File: src/rtl/pipeline_pkg.sv
// Shared widths and the WB control bundle used by all stage latches.
// The bubble constant is the all-zero control bundle.
package pipeline_pkg;

  localparam int DEF_NB_ADDR = 32;
  localparam int DEF_NB_DATA = 32;
  localparam int DEF_NB_PC   = 32;
  localparam int DEF_NB_REG  = 5;
  localparam int DEF_NB_CNT  = 32;

  typedef struct packed {
    logic valid;
    logic reg_write;
    logic mem_to_reg;
    logic r31_ctrl;
  } wb_ctrl_t;

  localparam wb_ctrl_t WB_BUBBLE = '0;

endpackage

File: src/rtl/sat_counter.sv
// Saturating up-counter with asynchronous active-high reset.
// It stops at all-ones instead of wrapping around.
module sat_counter #(
  parameter int NB_CNT = 32
) (
  input  logic              i_clock,
  input  logic              i_reset,
  input  logic              i_inc,
  output logic [NB_CNT-1:0] o_count
);

  always_ff @(posedge i_clock or posedge i_reset) begin
    if (i_reset) begin
      o_count <= '0;
    end else if (i_inc && !(&o_count)) begin
      o_count <= o_count + NB_CNT'(1);
    end
  end

endmodule

File: src/rtl/mem_wb_latch.sv
// MEM/WB pipeline register with bubble insertion, debug hold,
// sticky halt detection and a saturating retired-instruction counter.
module mem_wb_latch
  import pipeline_pkg::*;
#(
  parameter int NB_ADDR = DEF_NB_ADDR,
  parameter int NB_DATA = DEF_NB_DATA,
  parameter int NB_PC   = DEF_NB_PC,
  parameter int NB_REG  = DEF_NB_REG,
  parameter int NB_CNT  = DEF_NB_CNT
) (
  input  logic               i_clock,
  input  logic               i_reset,
  input  logic               i_enable,
  input  logic               i_flush,
  input  logic               i_MEM_valid,
  input  logic               i_MEM_halt,
  input  logic [NB_DATA-1:0] i_MEM_mem_data,
  input  logic [NB_ADDR-1:0] i_MEM_alu_result,
  input  logic [NB_REG-1:0]  i_MEM_selected_reg,
  input  logic               i_MEM_reg_write,
  input  logic               i_MEM_mem_to_reg,
  input  logic               i_MEM_r31_ctrl,
  input  logic [NB_PC-1:0]   i_MEM_pc,
  output logic [NB_DATA-1:0] o_WB_mem_data,
  output logic [NB_ADDR-1:0] o_WB_alu_result,
  output logic [NB_REG-1:0]  o_WB_selected_reg,
  output logic               o_WB_reg_write,
  output logic               o_WB_mem_to_reg,
  output logic               o_WB_r31_ctrl,
  output logic [NB_PC-1:0]   o_WB_pc,
  output logic               o_WB_valid,
  output logic               o_halt_done,
  output logic [NB_CNT-1:0]  o_retired_count
);

  wb_ctrl_t ctrl_q;
  logic     halt_q;
  logic     adv;
  logic     capture;

  // Once HALT has retired the whole latch freezes until reset.
  assign adv     = i_enable & ~halt_q;
  assign capture = adv & ~i_flush & i_MEM_valid;

  always_ff @(posedge i_clock or posedge i_reset) begin
    if (i_reset) begin
      ctrl_q            <= WB_BUBBLE;
      o_WB_mem_data     <= '0;
      o_WB_alu_result   <= '0;
      o_WB_selected_reg <= '0;
      o_WB_pc           <= '0;
      halt_q            <= 1'b0;
    end else if (adv) begin
      if (capture) begin
        ctrl_q.valid      <= 1'b1;
        ctrl_q.reg_write  <= i_MEM_reg_write;
        ctrl_q.mem_to_reg <= i_MEM_mem_to_reg;
        ctrl_q.r31_ctrl   <= i_MEM_r31_ctrl;
        o_WB_mem_data     <= i_MEM_mem_data;
        o_WB_alu_result   <= i_MEM_alu_result;
        o_WB_selected_reg <= i_MEM_selected_reg;
        o_WB_pc           <= i_MEM_pc;
        halt_q            <= i_MEM_halt;
      end else begin
        ctrl_q            <= WB_BUBBLE;
        o_WB_mem_data     <= '0;
        o_WB_alu_result   <= '0;
        o_WB_selected_reg <= '0;
        o_WB_pc           <= '0;
      end
    end
  end

  sat_counter #(
    .NB_CNT(NB_CNT)
  ) u_retired (
    .i_clock(i_clock),
    .i_reset(i_reset),
    .i_inc  (capture),
    .o_count(o_retired_count)
  );

  assign o_WB_valid      = ctrl_q.valid;
  assign o_WB_reg_write  = ctrl_q.reg_write;
  assign o_WB_mem_to_reg = ctrl_q.mem_to_reg;
  assign o_WB_r31_ctrl   = ctrl_q.r31_ctrl;
  assign o_halt_done     = halt_q;

endmodule

File: config.mk
export PLATFORM = sky130hd
export DESIGN_NAME = mem_wb_latch
export DESIGN_NICKNAME = d
export VERILOG_FILES = /design/src/rtl/pipeline_pkg.sv /design/src/rtl/sat_counter.sv /design/src/rtl/mem_wb_latch.sv
export SDC_FILE = /design/constraint.sdc
export NUM_CORES = 1
export LEC_CHECK = 0
export CAP_MARGIN = 10
export CORE_MARGIN = 10
export CORE_UTILIZATION = 44
export DETAILED_ROUTE_END_ITERATION = 16
export GPL_ROUTABILITY_DRIVEN = 1
export GPL_TIMING_DRIVEN = 1
export PLACE_DENSITY_LB_ADDON = 0.08
export SYNTH_ARGS = -nofsm -noshare
export SYNTH_HDL_FRONTEND = slang
export SYNTH_SLANG_ARGS = --single-unit
File: constraint.sdc
create_clock -name i_clock -period 12.4 [get_ports i_clock]
set_input_delay 3.72 -clock i_clock [delete_from_list [all_inputs] [get_ports i_clock]]
set_output_delay 3.72 -clock i_clock [all_outputs]
set_load 0.01 [all_outputs]
# --- Word-level counts from Yosys, hierarchy flattened ---
# Cells that the tools add are included.
totals:
  output_inout_bits: 138
  input_bits: 110
  reg_bits: 138
classes:
  bitwise: 5
  n_reduce_logical: 4
  add_sub_neg: 1
  muxes: 5
op_table:
  columns: ["operator", "n"]
  rows:
  - ["$mux 32", 3]
  - ["$add 32x1->32 const B", 1]
  - ["$reduce_and 32->1", 1]
  - ["$mux 5", 1]
  - ["$mux 4", 1]
  - ["$and 1x1->1", 3]
  - ["$not 1->1", 2]
  - ["$reduce_and 2->1", 1]
  - ["$logic_and 1x1->1", 1]
  - ["$logic_not 1->1", 1]

# --- Depth between registers and ports, before layout ---
# Gate-level depths: netlist of run 1.
logic_depth:
  ltp_word: 5
  mapped_depth: 7

# --- Modules after synthesis ---
# From an unflattened synthesis of run 1, not the netlist that was laid out.
hier_totals:
  cells_unflattened: 395
  area_unflattened_um2: 5442.7
by_module_without_submodules:
  columns: ["module", "cells_each", "n_inst", "seq_area_each_um2", "area_each_um2"]
  rows:
  - ["mem_wb_latch", 240, 1, 2652.5, 3777.4]
  - ["sat_counter", 155, 1, 800.8, 1665.3]

# --- Least setup slack after synthesis of run 1 ---
# Ideal clock, no wire load.
synth_path:
  path_kind: "input -> register"
  startpoint: "in i_flush"
  endpoint: "reg u_retired.o_count[29]"
  setup_time_ps: 125
  t_required_ps: 12275
  arrival_ps: 5093
  path_buffers: 1
  path_stages: 6
  path_slack_ps: 7182
  path_cell_list: "nand4bb_1 buf_2 nor3_4 nand4_2 or4_1 xnor2_1"
synth_via:
  elab_chain_len: 4
synth_lines:
  columns: ["item", "line_no", "rtl"]
  rows:
  - ["start: declaration", "mem_wb_latch.sv:15", "input logic i_flush,"]
  - ["$not 1->1", "mem_wb_latch.sv:44", "assign capture = adv & ~i_flush & i_MEM_valid;"]
  - ["$and 1x1->1 (2 in a row)", "mem_wb_latch.sv:44", null]
  - ["$logic_and 1x1->1", "sat_counter.sv:15", "end else if (i_inc && !(&o_count)) begin"]
  - ["end signal: assignment", "sat_counter.sv:16", "o_count <= o_count + NB_CNT'(1);"]
  - ["end: declaration", "sat_counter.sv:9", "output logic [NB_CNT-1:0] o_count"]
# No other way between the ends.
# A chain may end at the register's enable or synchronous reset.

# --- Final worst setup path of run 1 ---
layout_path:
  startpoint: "in i_enable"
  endpoint: "reg u_retired.o_count[3]"
layout_via:
  elab_chain_len: 4
layout_lines:
  columns: ["item", "line_no", "rtl"]
  rows:
  - ["start: declaration", "mem_wb_latch.sv:14", "input logic i_enable,"]
  - ["$and 1x1->1", "mem_wb_latch.sv:43", "assign adv = i_enable & ~halt_q;"]
  - ["$and 1x1->1 (2 in a row)", "mem_wb_latch.sv:44", null]
  - ["$logic_and 1x1->1", "sat_counter.sv:15", null]
# No other way between the ends.

==> out/metrics.cfg, run 1 <==
[sta]
drv_slew=0
hold_viol=0
tns_ns=0
rsz0062_at_grt=false
max_slew.worst_pin.slew_ns=1.15
fin_crit_sh_pct=55.1
finClkSkew_ns=0.00889
max_freq_mhz=146
worst_slack_ns=5.57
slew_headroom_pct=23.6
setup_viol=0
min_period_ns=6.83

[global_routing]
grt_first_pass_wirelength_um=26300
grt_start_max_net_pins=107
grt_pass1_vias=4611
grt_antenna_before_repair=0
overflow=0
grt_usage_pct=20.4

[power]
powerDensity_mw_per_mm2=169
total_power_mw=1.45
cellLeakagePower_nw=3.77
pwr-share-comb_pct=22.9
p_clk_share_pct=37.8
ir_worst_vdd_mv=0.0945
p_int_mw=1.09
switching_share_pct=24.9
seqPwrFrac_pct=39.3
p_switching_mw=0.360

[yosys]
ys_seq_elements=138
synth_area_mm2=0.00531
syn_area_per_cell_um2=13.6
synthFlopType=dfrtp_1
synth_fp_nets=503
yosys_warnings=0
syn_inst=392
ys_types=36
synth-edff-count=0
synthArstFlopShare_pct=100
seq_area_frac_synth_pct=65.0

[final_layout]
finalNonFillerCells=793
fin_area_mm2=0.00855
drive_above_1_share_pct=6.97
syn_to_final_growth_pct=60.9
antenna_cells=0
nNetsFinal=745

[critical_path]
crit_chain=clkdlybuf4s50_1 > nand2b_4 > nor3b_2 > buf_4 > nand3_1 > xnor2_1
required_ns=12.69
path_class=input pin to register
cp_slowest_cell=nor3b_2
slowest_delay_ns=1.01
start_kind=input pin
r2r_start=o_halt_done
crit_fanout=106
ff2ff_setup_slack_ns=8.92
cp_data_arrival_time_ns=7.12
reg2regPathDepth=5
r2r_end=u_retired.o_count[3]
worstSetupEndpointType=register

[clock_tree]
cts_buffer_depth=2
clkLatencyLatePin_ns=0.41
cts_hold_buf=0
cts_tree=done
cts_htree_levels=4
root_buffer=clkbuf_16
cts.clk_slew.worst_paths_ns=0.06
cts_setup_buffers=0
cts_inserted_buffers=17
cts_num_sinks=138
cts-resized-gates=0

[placed_design]
io_buffer_count=247
dpl.cell_count=762
dpl_cell_area_mm2=0.00790
place_hpwl_um=12300
dp_slack_ns=5.18
globalplace.congestion=0.813

[job]
cap_violations=0

[floorplanning]
core.rowCount=40
die_area_mm2=0.0169
coreArea_mm2=0.0119
die_y_um=130
start_util_pct=44.6
fp.dieW_um=130
ios=248

[hold_path]
hold_start=o_WB_valid
min_to=o_WB_valid
hold_path.class=register to register
hold_depth=2

[route]
totalWireLength_um=16900
drt_iter0_markers=314
antenna_left=0
wl_per_cell_um=21.3
viasPerCell=5.40
drc=0
drtPass1Iterations=4
num_vias=4285

[outcome]
status=completed

[worst max path at each step]
stage,from,to,slack [ns],depth (start not counted)
floorplan,i_reset,o_WB_alu_result[0],4.98,1
global placement,i_enable,u_retired.o_count[3],5.24,6
detailed placement,i_enable,u_retired.o_count[3],5.18,6
CTS,i_enable,u_retired.o_count[3],5.63,6
global route,i_enable,u_retired.o_count[3],5.27,6
finish,i_enable,u_retired.o_count[3],5.57,6
[power by group through the flow]
| stage | clock [mW] | combinational, mW | sequential (mW) |
|---|---|---|---|
| finish | 0.547 | 0.332 | 0.568 |
| CTS | 0.557 | 0.337 | 0.568 |
| detailed placement | 0 | 0.337 | 0.572 |
| global placement | 0 | 0.332 | 0.572 |
| global route | 0.577 | 0.356 | 0.578 |
| floorplan | 0 | 0.0900 | 0.602 |
[placed cells by master (no fill, tap or decap), drive strengths merged, types with 2 or more instances in the layout]
| master | netlist | routed |
|---|---|---|
| nand4 | 14 | 14 |
| nor3 | 10 | 10 |
| or4 | 2 | 2 |
| inv | 2 | 2 |
| dfrtp | 138 | 138 |
| and4 | 2 | 2 |
| nor2 | 12 | 12 |
| bufinv | 0 | 4 |
| a22o | 104 | 104 |
| or2 | 2 | 2 |
| buf | 6 | 2 |
| clkbuf | 20 | 25 |
| clkdlybuf4s50 | 0 | 247 |
| xnor2 | 19 | 19 |
| xor2 | 11 | 11 |
| nor4 | 2 | 2 |
| nand2 | 13 | 13 |
| and3 | 8 | 8 |
| nand3 | 15 | 15 |
[cell families after synthesis]
| family | count (synthesis) | synth area share (%) |
|---|---|---|
| simple gates | 86 | 9.56 |
| xor+xnor | 30 | 4.95 |
| flops | 138 | 65.0 |
| compound gates | 108 | 18.0 |
| fa+ha+maj | 1 | 0.235 |
| buf+inv | 28 | 2.03 |
| mux | 1 | 0.212 |
[critical path: cells and delay by family]
family,cells,cell delay (ns)
AND/OR/NAND/NOR,3,1.77
buffers and inverters,2,1.42
XOR/XNOR,1,0.18
[final cells by class]
type | count | area, um^2
clock buffers | 25 | 515
inverters | 2 | 12.5
flip-flops and latches | 138 | 3450
clock inverters | 6 | 133
well taps | 147 | 184
repair buffers | 249 | 2490
fillers | 836 | 3360
multi-input cells | 226 | 1760
[routing by layer]
layer / track usage, % / wire length (um) / part of all wire, % / up-vias
li1: - / - / - / 1961
met2: 32.2 / 8120 / 48 / 170
met4: 8.66 / 320 / 1.9 / 0
met1: 23.5 / 6750 / 40 / 2134
met3: 9.49 / 1670 / 9.9 / 20
met5: 0 / 0 / 0 / -
[cells in the mapped netlist, types with 2 or more instances]
cell	n	share of area (%)
xor2_1	11	1.8
dfrtp_1	138	65
nor4_1	2	0.24
and3_1	8	0.94
or2_2	2	0.24
buf_2	2	0.19
nor3_2	2	0.38
clkbuf_1	20	1.4
a22o_1	104	17
xnor2_1	19	3.1
nand2_1	12	0.85
nand4_1	13	1.5
inv_1	2	0.14
nor2_1	12	0.85
buf_1	4	0.28
and4_1	2	0.33
nand3_1	14	1.3
nor3_1	7	0.66
[stage by stage]
stage	hold slack, ns	util [%]
after CTS	0.484	71.8
after global placement	0.462	66.3
final	0.484	71.8
after floorplan	0.515	-
after global routing	0.514	71.8
after detailed placement	0.470	66.3
No activity file was read; power rests on OpenSTA's default activity.
==> run 2, diff against run 1 <==
Settings changed: CORE_UTILIZATION 44 to 37.
Clock period 12.4 ns to 5.9 ns, I/O delays scaled along.
==> run 2 against run 1 <==
Net effect: register-to-register slack got worse by 5.7 ns; combinational power is 110% higher; final cell count up 4.5%; total power grew 120%; first-iteration DRC count decreased by 33%; clock-buffer cell count fell by 5; clock skew decreased by 0.0012 ns; critical endpoint is now o_WB_alu_result[11]; largest cell class unchanged; highest routed layer unchanged.
==> out/metrics.cfg, run 2 (synthesis results as in run 1) <==
[outcome]
status=completed

[global_routing]
grt_first_pass_wirelength_um=26700
grt_usage_pct=17.1
grt_antenna_before_repair=1
grt_pass1_vias=4687
overflow=0
grt_start_max_net_pins=110

[sta]
worst_slack_ns=1.84
max_freq_mhz=246
tns_ns=0
min_period_ns=4.06
worst_hold_slack_ns=0.481
slew_headroom_pct=19.6
max_slew.worst_pin.slew_ns=1.21
rsz0062_at_grt=false
finClkSkew_ns=0.00774
setup_viol=0
hold_viol=0
drv_slew=0
fin_crit_sh_pct=68.9

[critical_path]
crit_path_end=o_WB_alu_result[11]
path_class=input pin to register
reg2regPathDepth=4
required_ns=6.25
worstSetupEndpointType=register
r2r_end=o_WB_alu_result[11]
r2r_start=o_halt_done
crit_fanout=106
cp_data_arrival_time_ns=4.41
crit_start=i_enable
ff2ff_setup_slack_ns=3.24
start_kind=input pin

[clock_tree]
cts_setup_buffers=0
cts-resized-gates=0
cts_htree_levels=4
cts.clk_slew.worst_paths_ns=0.06
cts_num_sinks=138
cts_buffer_depth=2
root_buffer=clkbuf_16
cts_inserted_buffers=17
cts_tree=done
clkLatencyLatePin_ns=0.41
cts_hold_buf=0

[final_layout]
final_common_cell=clkdlybuf4s50_1
nNetsFinal=746
layout_common_cells=clkdlybuf4s50_1, dfrtp_1, a22o_1, xnor2_1, clkbuf_16
drive_above_1_share_pct=7.56
final_core_utilization_pct=62.1
syn_to_final_growth_pct=63.5
finalNonFillerCells=829
fin_area_mm2=0.00868

[route]
drc=0
drt_iter0_markers=211
antenna_left=0
totalWireLength_um=17100
wl_per_cell_um=20.6
num_vias=4254
viasPerCell=5.13
drtPass1Iterations=4

[placed_design]
dpl.cell_count=796
place_hpwl_um=12300
globalplace.congestion=0.829
io_buffer_count=247
dpl_cell_area_mm2=0.00795
dp_slack_ns=1.44

[power]
switching_share_pct=24.5
seqPwrFrac_pct=37.1
total_power_mw=3.21
p_switching_mw=0.785
p_clk_share_pct=40.9
ir_worst_vdd_mv=0.187
cellLeakagePower_nw=3.81
pwr-share-comb_pct=21.9
powerDensity_mw_per_mm2=369
p_int_mw=2.42

[floorplanning]
die_area_mm2=0.0196
ios=248
coreArea_mm2=0.0140
start_util_pct=38.0
fp.dieW_um=140
core.rowCount=43
die_y_um=140

[job]
cap_violations=0

[hold_path]
hold_path.class=register to register

[run 2: cell types whose count changed in the layout (fill, tap and decap cells not counted), sizes merged]
cell / delta
clkbuf: -5
bufinv: +4
buf: +1
clkinv: +1
clkinvlp: +1
diode: +1
[run 2: final cells by class]
type / count / area [um^2]
fillers: 1131 / 5300
flip-flops and latches: 138 / 3450
repair buffers: 250 / 2490
multi-input cells: 226 / 1760
clock buffers: 20 / 467
clock inverters: 12 / 265
well taps: 180 / 225
inverters: 2 / 12.5
diodes: 1 / 2.50
[run 2: per-layer routing]
metal / global-route usage [%] / share of wire [%] / wire length [um] / up-vias
li1: - / - / - / 1955
met1: 18.3 / 39 / 6640 / 2112
met2: 27.8 / 49 / 8400 / 173
met3: 9.49 / 11 / 1860 / 14
met4: 5.71 / 1.2 / 204 / 0
met5: 0 / 0 / 0 / -
[run 2: power groups by stage]
stage | logic (mW) | registers (mW) | clock network [mW]
finish | 0.704 | 1.19 | 1.31
CTS | 0.717 | 1.19 | 1.34
global placement | 0.707 | 1.20 | 0
global route | 0.751 | 1.21 | 1.39
floorplan | 0.189 | 1.26 | 0
detailed placement | 0.716 | 1.20 | 0
[run 2: worst min-delay path by stage]
stage,depth (start not counted),startpoint,slack (ns),end
after global routing,1,u_retired.o_count[31],0.51,u_retired.o_count[31]
after detailed placement,2,o_WB_valid,0.47,o_WB_valid
final,2,o_WB_valid,0.48,o_WB_valid
after floorplan,2,o_WB_valid,0.52,o_WB_valid
after global placement,2,o_WB_valid,0.46,o_WB_valid
after CTS,2,o_WB_valid,0.48,o_WB_valid
[run 2: worst max-delay path: stages]
cell,delay [ns]
clkdlybuf4s50_1,0.53
nand2b_4,0.58
nor3b_2,0.42
buf_4,0.72
a22o_1,0.24
